**src/rtl/muldiv_pkg.sv**
```systemverilog
// Shared types for the sequential multiply/divide unit.
package muldiv_pkg;

  typedef enum logic {
    OP_MUL = 1'b0,
    OP_DIV = 1'b1
  } op_e;

  typedef enum logic [1:0] {
    IDLE = 2'd0,
    BUSY = 2'd1,
    DONE = 2'd2
  } state_e;

  // Counter runs 0..width; the final count marks the result transfer cycle.
  function automatic int unsigned cnt_width(input int unsigned width);
    return $clog2(width + 1);
  endfunction

endpackage

```
**src/rtl/muldiv_step.sv**
```systemverilog
// One combinational iteration: shift-add multiply or restoring trial-subtract divide.
module muldiv_step
  import muldiv_pkg::*;
#(
  parameter int unsigned WIDTH = 8
) (
  input  op_e                  op,
  input  logic [2*WIDTH-1:0]   acc,
  input  logic [WIDTH-1:0]     opnd,
  output logic [2*WIDTH-1:0]   acc_next
);

  logic [WIDTH:0]   sum;
  logic [WIDTH:0]   upper;
  logic [WIDTH-1:0] diff;

  always_comb begin
    sum      = {1'b0, acc[2*WIDTH-1:WIDTH]} + (acc[0] ? {1'b0, opnd} : '0);
    // upper WIDTH+1 bits of {rem, quo} after the left shift
    upper    = acc[2*WIDTH-1:WIDTH-1];
    diff     = upper[WIDTH-1:0] - opnd;
    acc_next = acc;
    if (op == OP_MUL) begin
      acc_next = {sum, acc[WIDTH-1:1]};
    end else if (upper >= {1'b0, opnd}) begin
      acc_next = {diff, acc[WIDTH-2:0], 1'b1};
    end else begin
      acc_next = {upper[WIDTH-1:0], acc[WIDTH-2:0], 1'b0};
    end
  end

endmodule

```
**src/rtl/seq_mul_div.sv**
```systemverilog
// Multi-cycle multiplier/divider with valid/ready handshakes.
// MULDIV_SIGNED_EN adds the signed_op port for two's-complement operands.
module seq_mul_div
  import muldiv_pkg::*;
#(
  parameter int unsigned WIDTH = 8
) (
  input  logic               clk,
  input  logic               reset,
  input  logic               in_valid,
  output logic               in_ready,
  input  logic               op,
`ifdef MULDIV_SIGNED_EN
  input  logic               signed_op,
`endif
  input  logic [WIDTH-1:0]   a,
  input  logic [WIDTH-1:0]   b,
  output logic               out_valid,
  input  logic               out_ready,
  output logic [2*WIDTH-1:0] result,
  output logic               div_by_zero
);

  localparam int unsigned CW = cnt_width(WIDTH);
  localparam int unsigned W2 = 2 * WIDTH;

  state_e            state, state_nxt;
  logic [CW-1:0]     cnt;
  logic [W2-1:0]     acc;
  logic [W2-1:0]     acc_step;
  logic [W2-1:0]     final_c;
  logic [WIDTH-1:0]  opnd;
  logic [WIDTH-1:0]  mag_a, mag_b;
  op_e               op_q;
  op_e               op_in;
  logic              dbz_q;
  logic              accept_c;
  logic              iterate_c;
  logic              finish_c;

  assign op_in = op_e'(op);

`ifdef MULDIV_SIGNED_EN
  logic neg_a_c, neg_b_c;
  logic neg_a_q, neg_res_q;

  assign neg_a_c = signed_op & a[WIDTH-1];
  assign neg_b_c = signed_op & b[WIDTH-1];
  assign mag_a   = neg_a_c ? WIDTH'(-a) : a;
  assign mag_b   = neg_b_c ? WIDTH'(-b) : b;
`else
  assign mag_a = a;
  assign mag_b = b;
`endif

  muldiv_step #(.WIDTH(WIDTH)) u_step (
    .op       (op_q),
    .acc      (acc),
    .opnd     (opnd),
    .acc_next (acc_step)
  );

  always_ff @(posedge clk) begin
    if (reset) state <= IDLE;
    else       state <= state_nxt;
  end

  always_comb begin
    state_nxt = state;
    in_ready  = 1'b0;
    accept_c  = 1'b0;
    iterate_c = 1'b0;
    finish_c  = 1'b0;
    case (state)
      IDLE: begin
        in_ready = 1'b1;
        if (in_valid) begin
          accept_c  = 1'b1;
          state_nxt = BUSY;
        end
      end
      BUSY: begin
        if (cnt == CW'(WIDTH)) begin
          finish_c  = 1'b1;
          state_nxt = DONE;
        end else begin
          iterate_c = 1'b1;
        end
      end
      DONE: begin
        if (out_ready) state_nxt = IDLE;
      end
      default: state_nxt = IDLE;
    endcase
  end

  // Sign fix-up of the unsigned core result on the transfer into DONE
  always_comb begin
    final_c = acc;
`ifdef MULDIV_SIGNED_EN
    if (op_q == OP_MUL) begin
      if (neg_res_q) final_c = W2'(-acc);
    end else begin
      final_c[WIDTH-1:0]  = neg_res_q ? WIDTH'(-acc[WIDTH-1:0]) : acc[WIDTH-1:0];
      final_c[W2-1:WIDTH] = neg_a_q ? WIDTH'(-acc[W2-1:WIDTH]) : acc[W2-1:WIDTH];
      if (dbz_q) final_c[WIDTH-1:0] = '1;
    end
`endif
  end

  always_ff @(posedge clk) begin
    if (reset) begin
      cnt         <= '0;
      acc         <= '0;
      opnd        <= '0;
      op_q        <= OP_MUL;
      dbz_q       <= 1'b0;
      out_valid   <= 1'b0;
      result      <= '0;
      div_by_zero <= 1'b0;
    end else begin
      if (accept_c) begin
        cnt   <= '0;
        op_q  <= op_in;
        opnd  <= (op_in == OP_MUL) ? mag_a : mag_b;
        acc   <= {{WIDTH{1'b0}}, (op_in == OP_MUL) ? mag_b : mag_a};
        dbz_q <= (op_in == OP_DIV) && (b == '0);
      end
      if (iterate_c) begin
        acc <= acc_step;
        cnt <= cnt + CW'(1);
      end
      if (finish_c) begin
        out_valid   <= 1'b1;
        result      <= final_c;
        div_by_zero <= dbz_q;
      end
      if (state == DONE && out_ready) out_valid <= 1'b0;
    end
  end

`ifdef MULDIV_SIGNED_EN
  always_ff @(posedge clk) begin
    if (reset) begin
      neg_a_q   <= 1'b0;
      neg_res_q <= 1'b0;
    end else if (accept_c) begin
      neg_a_q   <= neg_a_c;
      neg_res_q <= neg_a_c ^ neg_b_c;
    end
  end
`endif

endmodule

```
**config.mk**
```make
export PLATFORM = sky130hd
export DESIGN_NAME = seq_mul_div
export DESIGN_NICKNAME = d
export VERILOG_FILES = /design/src/rtl/muldiv_pkg.sv /design/src/rtl/muldiv_step.sv /design/src/rtl/seq_mul_div.sv
export SDC_FILE = /design/constraint.sdc
export NUM_CORES = 1
export LEC_CHECK = 0
export ABC_AREA = 1
export CAP_MARGIN = 0
export CORE_MARGIN = 4
export CORE_UTILIZATION = 52
export CTS_CLUSTER_SIZE = 10
export DETAILED_ROUTE_END_ITERATION = 7
export MAX_ROUTING_LAYER = met4
export PLACE_DENSITY = 0.84
export SLEW_MARGIN = 40
export SYNTH_ARGS = -nofsm -noshare
export SYNTH_HDL_FRONTEND = slang
export SYNTH_SLANG_ARGS = --single-unit
export TNS_END_PERCENT = 50
```
**constraint.sdc**
```tcl
create_clock -name clk -period 5.6 [get_ports clk]
set_clock_uncertainty 0.05 [all_clocks]
set_input_delay 0.56 -clock clk [delete_from_list [all_inputs] [get_ports clk]]
set_output_delay 0.56 -clock clk [all_outputs]
set_load 0.005 [all_outputs]
```
==> results_dict.tcl, run 1 <==
set metrics [dict create \
    routed_wirelength_um 7820 \
    syn_avg_cell_area_um2 6.46 \
    combPwrFrac_pct 23.1 \
    fin_tns_setup_ns 0 \
    leakage_nw 1.71 \
    via_count 3180 \
    status "finished, final reports clean" \
    firstDrtPassIters 5 \
    area_growth_pct 16.4 \
    synth_area_leaders "dfxtp_1, nand2_1, inv_1" \
    slew_violations 0 \
    clockPowerShare_pct 30.6 \
    syn-cell-area_um2 3170 \
    synth.top_cell.area_share_pct 31.5 \
    clock_path_buffers 2 \
    via_per_inst 5.35 \
    period_minus_slack_ns 2.39 \
    min_path_cells 1 \
    dp_hpwl_um 6110 \
    tightest_slew_ns 0.788 \
    layout_common_cells "nand2_1, inv_1, a21oi_1, dfxtp_1, o21ai_0" \
    antenna_found_initial 0 \
    post-place-ws_ns 2.97 \
    first_iter_violations 196 \
    die_h_um 86.1 \
    worstPathArrival_ns 2.50 \
    h-tree-depth 2 \
    clk-insertion-delay-late_ns 0.30 \
    cts_tree "yes" \
    coreArea_um2 5920 \
    setup_ws_ns 3.21 \
    worstPathRequired_ns 5.71 \
    power_per_cell_area_nw_per_um2 227 \
    synth_top_cell_by_area "dfxtp_1" \
    placed_cell_area_um2 3580 \
    ff2ff_path_depth 12 \
    seq_power_share_pct 46.3 \
    peakVddDrop_uv 180 \
    switching_share_pct 31.2 \
    numCtsBuffers 5 \
    gp_congestion 1.05 \
    antenna_cells 0 \
    initial_utilization_pct 53.6 \
    cp_max_fo 11 \
    grt_usage_pct 22.5 \
    ctsResizeCount 0 \
    cts_setup_buffers 0 \
    drive_above_1_share_pct 4.43 \
    rsz0062_at_grt "false" \
    layout_commonest_cell "nand2_1" \
    die_area_um2 7420 \
    syn_inst 491 \
    wire_per_inst_um 13.2 \
    cts.hold.buffers_added 0 \
    hold_class "reg -> reg" \
    ys_seq_area_share_pct 31.5 \
    synth-seq-cells 50 \
    place.port_buffers 39 \
    grt_overflow 0 \
    clk_pin_slew_ns 0.09 \
    syn-num-nets 532 \
    fin_cells 594 \
    die_w_um 86.1 \
    grt_pass1_vias 2969 \
    final_cell_area_um2 3690 \
    max_freq_mhz 418 \
    drcViolationCount 0 \
    slew-limit-headroom_pct 47.3 \
    grt_max_degree 35 \
    p_int_mw 0.576 \
    grt_pass1_wl_um 13100 \
    synthDistinctLibCells 30 \
    hold_viol_final 0 \
    num_rows 28 \
    fin_crit_sh_pct 42.7 \
    drv_cap 0 \
    io_pins 40 \
    ant_nets 0 \
    start_kind "flip-flop" \
    worstSetupPathType "reg -> reg" \
    cts-root-buf "clkbuf_8" \
    nNetsFinal 559 \
    switchingPower_mw 0.261 \
    cts.sinks 50 \
    ys_warn_count 0 \
    crit_path_end_kind "flip-flop" \
    setup_viol 0 \
    placed_cells 586 \
]
cell families (layout without fill, tap and decap cells):
family / count (synthesis) / count (layout) / share of synthesized area (%)
and+or+nand+nor: 208 / 208 / 28.8
AOI/OAI and AO/OA: 107 / 107 / 17.5
buffers and inverters: 100 / 128 / 12.1
DFF: 50 / 50 / 31.5
adders and majority gates: 20 / 20 / 8.36
xor gates and xnor gates: 6 / 6 / 1.66
metrics by stage:
step           total power, mW  hold WS (ns)  utilization [%]
2_1_floorplan            0.533         0.362                -
3_3_place_gp             0.582         0.373             60.5
3_5_place_dp             0.587         0.379             60.5
4_1_cts                  0.837         0.391             62.4
5_1_grt                  0.886         0.425             62.4
6_report                 0.838         0.395             62.4
routing by layer:
layer	up-vias	track usage, %	routed length, um	part of all wire, %
met5	-	-	0	0
met4	0	9.35	236	3.0
met3	23	3.55	328	4.2
met2	85	35.6	3660	47
met1	1431	28.5	3600	46
li1	1641	-	-	-
flip-flops by register name (all words and copies together), names as in the netlist:
signal	count
acc	16
cnt	4
dbz_q	1
div_by_zero	1
op_q	1
opnd	8
out_valid	1
result	16
state	2
critical path: stages (launching register included):
cell     delay [ns]
dfxtp_1        0.60
nand2_1        0.09
inv_1          0.07
ha_1           0.19
inv_1          0.07
fa_1           0.42
inv_1          0.10
nand3_1        0.07
nand3_1        0.14
xnor2_1        0.18
a21oi_1        0.10
nand3_1        0.11
a21oi_1        0.06
Yosys cell counts (all sizes together):
| library cell | n |
|---|---|
| nand4 | 15 |
| ha | 18 |
| a31oi | 9 |
| nor4 | 2 |
| dfxtp | 50 |
| o221ai | 1 |
| nand2 | 118 |
| nor2 | 37 |
| xnor2 | 4 |
| xor2 | 2 |
| buf | 5 |
| o21ai | 42 |
| clkbuf | 15 |
| or2 | 2 |
| nand3 | 28 |
| and2 | 1 |
| inv | 80 |
| fa | 2 |
| nor3 | 2 |
| a21oi | 55 |
| nand3b | 3 |
worst paths after layout:
kind / startpoint / slack, ns / to
min reg2reg: cnt[2]$_SDFFE_PP0P_ / 0.39 / cnt[2]$_SDFFE_PP0P_
max: acc[0]$_SDFFE_PP0P_ / 3.21 / acc[11]$_SDFFE_PP0P_
max reg2reg: acc[0]$_SDFFE_PP0P_ / 3.21 / acc[11]$_SDFFE_PP0P_
min: cnt[2]$_SDFFE_PP0P_ / 0.39 / cnt[2]$_SDFFE_PP0P_
area by class of cell:
cell class	count	area (um^2)
sequential	50	1000
clock inverter	3	43.8
tap	75	93.8
fill	541	2230
clock buffer	5	68.8
timing repair buffer	40	393
multi-input combinational	341	1790
inverter	80	300
power groups by stage:
stage	combinational (mW)	clock (mW)	sequential, mW
5_1_grt	0.221	0.276	0.389
6_report	0.194	0.256	0.388
3_5_place_dp	0.192	0	0.395
2_1_floorplan	0.147	0	0.385
4_1_cts	0.193	0.257	0.387
3_3_place_gp	0.188	0	0.395
No activity file was read; power rests on OpenSTA's default activity.
==> run 2: changes to the inputs <==
==> constraint.sdc (replaced) <==
create_clock -name clk -period 2.21 [get_ports clk]
set_clock_uncertainty 0.05 [all_clocks]
set_input_delay 0.221 -clock clk [delete_from_list [all_inputs] [get_ports clk]]
set_output_delay 0.221 -clock clk [all_outputs]
set_load 0.005 [all_outputs]
==> results_dict.tcl, run 2 (same netlist as run 1, synthesis figures left out) <==
set metrics [dict create \
    r2r-end "acc[11]$_SDFFE_PP0P_" \
    firstDrtPassIters 5 \
    hp-start "cnt[2]$_SDFFE_PP0P_" \
    worstSetupPathType "reg -> reg" \
    die_area_um2 7420 \
    period_minus_slack_ns 2.05 \
    ant_nets 0 \
    peakVddDrop_uv 340 \
    setup_viol 0 \
    cts.sinks 50 \
    reg_top3 "acc x16, result x16, opnd x8" \
    h-tree-depth 2 \
    antenna_cells 0 \
    fin_tns_setup_ns 0 \
    initial_utilization_pct 53.6 \
    wire_per_inst_um 13.5 \
    rsz0062_at_grt "false" \
    cts_tree "yes" \
    dp_hpwl_um 6330 \
    worstPathRequired_ns 2.36 \
    layout_common_cells "nand2_1, inv_1, a21oi_1, dfxtp_1, o21ai_0" \
    die_h_um 86.1 \
    grt_pass1_wl_um 13400 \
    cts_setup_buffers 0 \
    clk-insertion-delay-late_ns 0.30 \
    place.port_buffers 39 \
    max_freq_mhz 489 \
    drcViolationCount 0 \
    clk_pin_slew_ns 0.09 \
    r2r_start "opnd[0]$_SDFFE_PP0P_" \
    drv_cap 0 \
    drive_above_1_share_pct 5.69 \
    power_per_cell_area_nw_per_um2 541 \
    first_iter_violations 259 \
    area_growth_pct 18.1 \
    worstPathArrival_ns 2.19 \
    numCtsBuffers 5 \
    io_pins 40 \
    tightest_slew_ns 0.518 \
    antenna_found_initial 0 \
    ctsResizeCount 0 \
    fillCellCount 539 \
    cp_max_fo 3 \
    via_per_inst 5.45 \
    grt_pass1_vias 2963 \
    power_mw 2.03 \
    cts-root-buf "clkbuf_8" \
    path_cells "nand2_1 > inv_1 > ha_1 > inv_1 > fa_1 > inv_1 > nand3_1 > nand3_1 > xnor2_1 > a21oi_1 > nand3_1 > a21oi_1" \
    slew_violations 0 \
    layout_commonest_cell "nand2_1" \
    start_kind "flip-flop" \
    die_w_um 86.1 \
    cts.hold.buffers_added 0 \
    hold_class "reg -> reg" \
    leakage_nw 1.75 \
    critPathMaxStageDelay_ns 0.42 \
    routed_wirelength_um 8140 \
    nNetsFinal 568 \
    crit_path_end_kind "flip-flop" \
    min_path_cells 1 \
    ff2ff_path_depth 12 \
    status "finished, final reports clean" \
    grt_overflow 0 \
    crit_path_top_delay_cell "dfxtp_1" \
    slew-limit-headroom_pct 65.4 \
    gp_congestion 0.999 \
    num_rows 28 \
    clock_path_buffers 2 \
    hold_viol_final 0 \
    rrSetupSlack_ns 0.16 \
    grt_max_degree 22 \
    hold_ws_ns 0.405 \
    grt_usage_pct 23.2 \
    via_count 3280 \
    fin_crit_sh_pct 92.6 \
    coreArea_um2 5920 \
    hold_path_end "cnt[2]$_SDFFE_PP0P_" \
]
## run 2: area by class of cell
cell class	count	area [um^2]	share of cell area, %
multi-input cells	341	1790	47.8
inverters	80	300	8.01
repair buffers	49	478	12.8
well taps	75	93.8	2.50
clock inverters	2	13.8	0.367
clock buffers	5	68.8	1.84
flip-flops and latches	50	1000	26.7
## run 2: stage by stage
step	utilization [%]	instance area, um^2	setup WS, ns	std cells
2_1_floorplan	-	3170	0.197	491
3_3_place_gp	61.9	3660	0.232	595
3_5_place_dp	61.9	3660	0.218	595
4_1_cts	63.3	3750	0.192	602
5_1_grt	63.3	3750	0.0163	602
6_report	63.3	3750	0.164	602
## run 2: worst max-delay path, delay by kind of cell, from the launching register on
kind                     cells  cell delay (ns)
AO/OA/AOI/OAI                2             0.16
flip-flops                   1             0.42
XOR/XNOR                     1             0.15
AND/OR/NAND/NOR              4             0.38
adder cells (fa/ha/maj)      2             0.58
buffers and inverters        3             0.20
## run 2: routing by layer
layer  share of wire, %  global-route usage, %  up-vias  wire [um]
met3                6.3                   3.27       15        516
li1                   -                      -     1660          -
met2                 47                   36.2      141       3790
met4                2.1                   7.19        0        174
met5                  0                      -        -          0
met1                 45                   31.0     1464       3660
## run 2: where the power goes
part           internal [mW]  total, mW  switching [mW]  leakage (nW)
clock network          0.219      0.532           0.313        0.0444
logic                  0.202      0.527           0.325          1.29
registers              0.936      0.969          0.0333         0.407
## run 2: worst max path at each step
stage                         startpoint                    to  slack, ns
floorplan            acc[0]$_SDFFE_PP0P_  acc[11]$_SDFFE_PP0P_       0.20
global placement     acc[7]$_SDFFE_PP0P_  acc[12]$_SDFFE_PP0P_       0.23
detailed placement   acc[7]$_SDFFE_PP0P_  acc[12]$_SDFFE_PP0P_       0.22
CTS                  acc[7]$_SDFFE_PP0P_  acc[12]$_SDFFE_PP0P_       0.19
global route        opnd[0]$_SDFFE_PP0P_  acc[11]$_SDFFE_PP0P_       0.02
finish              opnd[0]$_SDFFE_PP0P_  acc[11]$_SDFFE_PP0P_       0.16
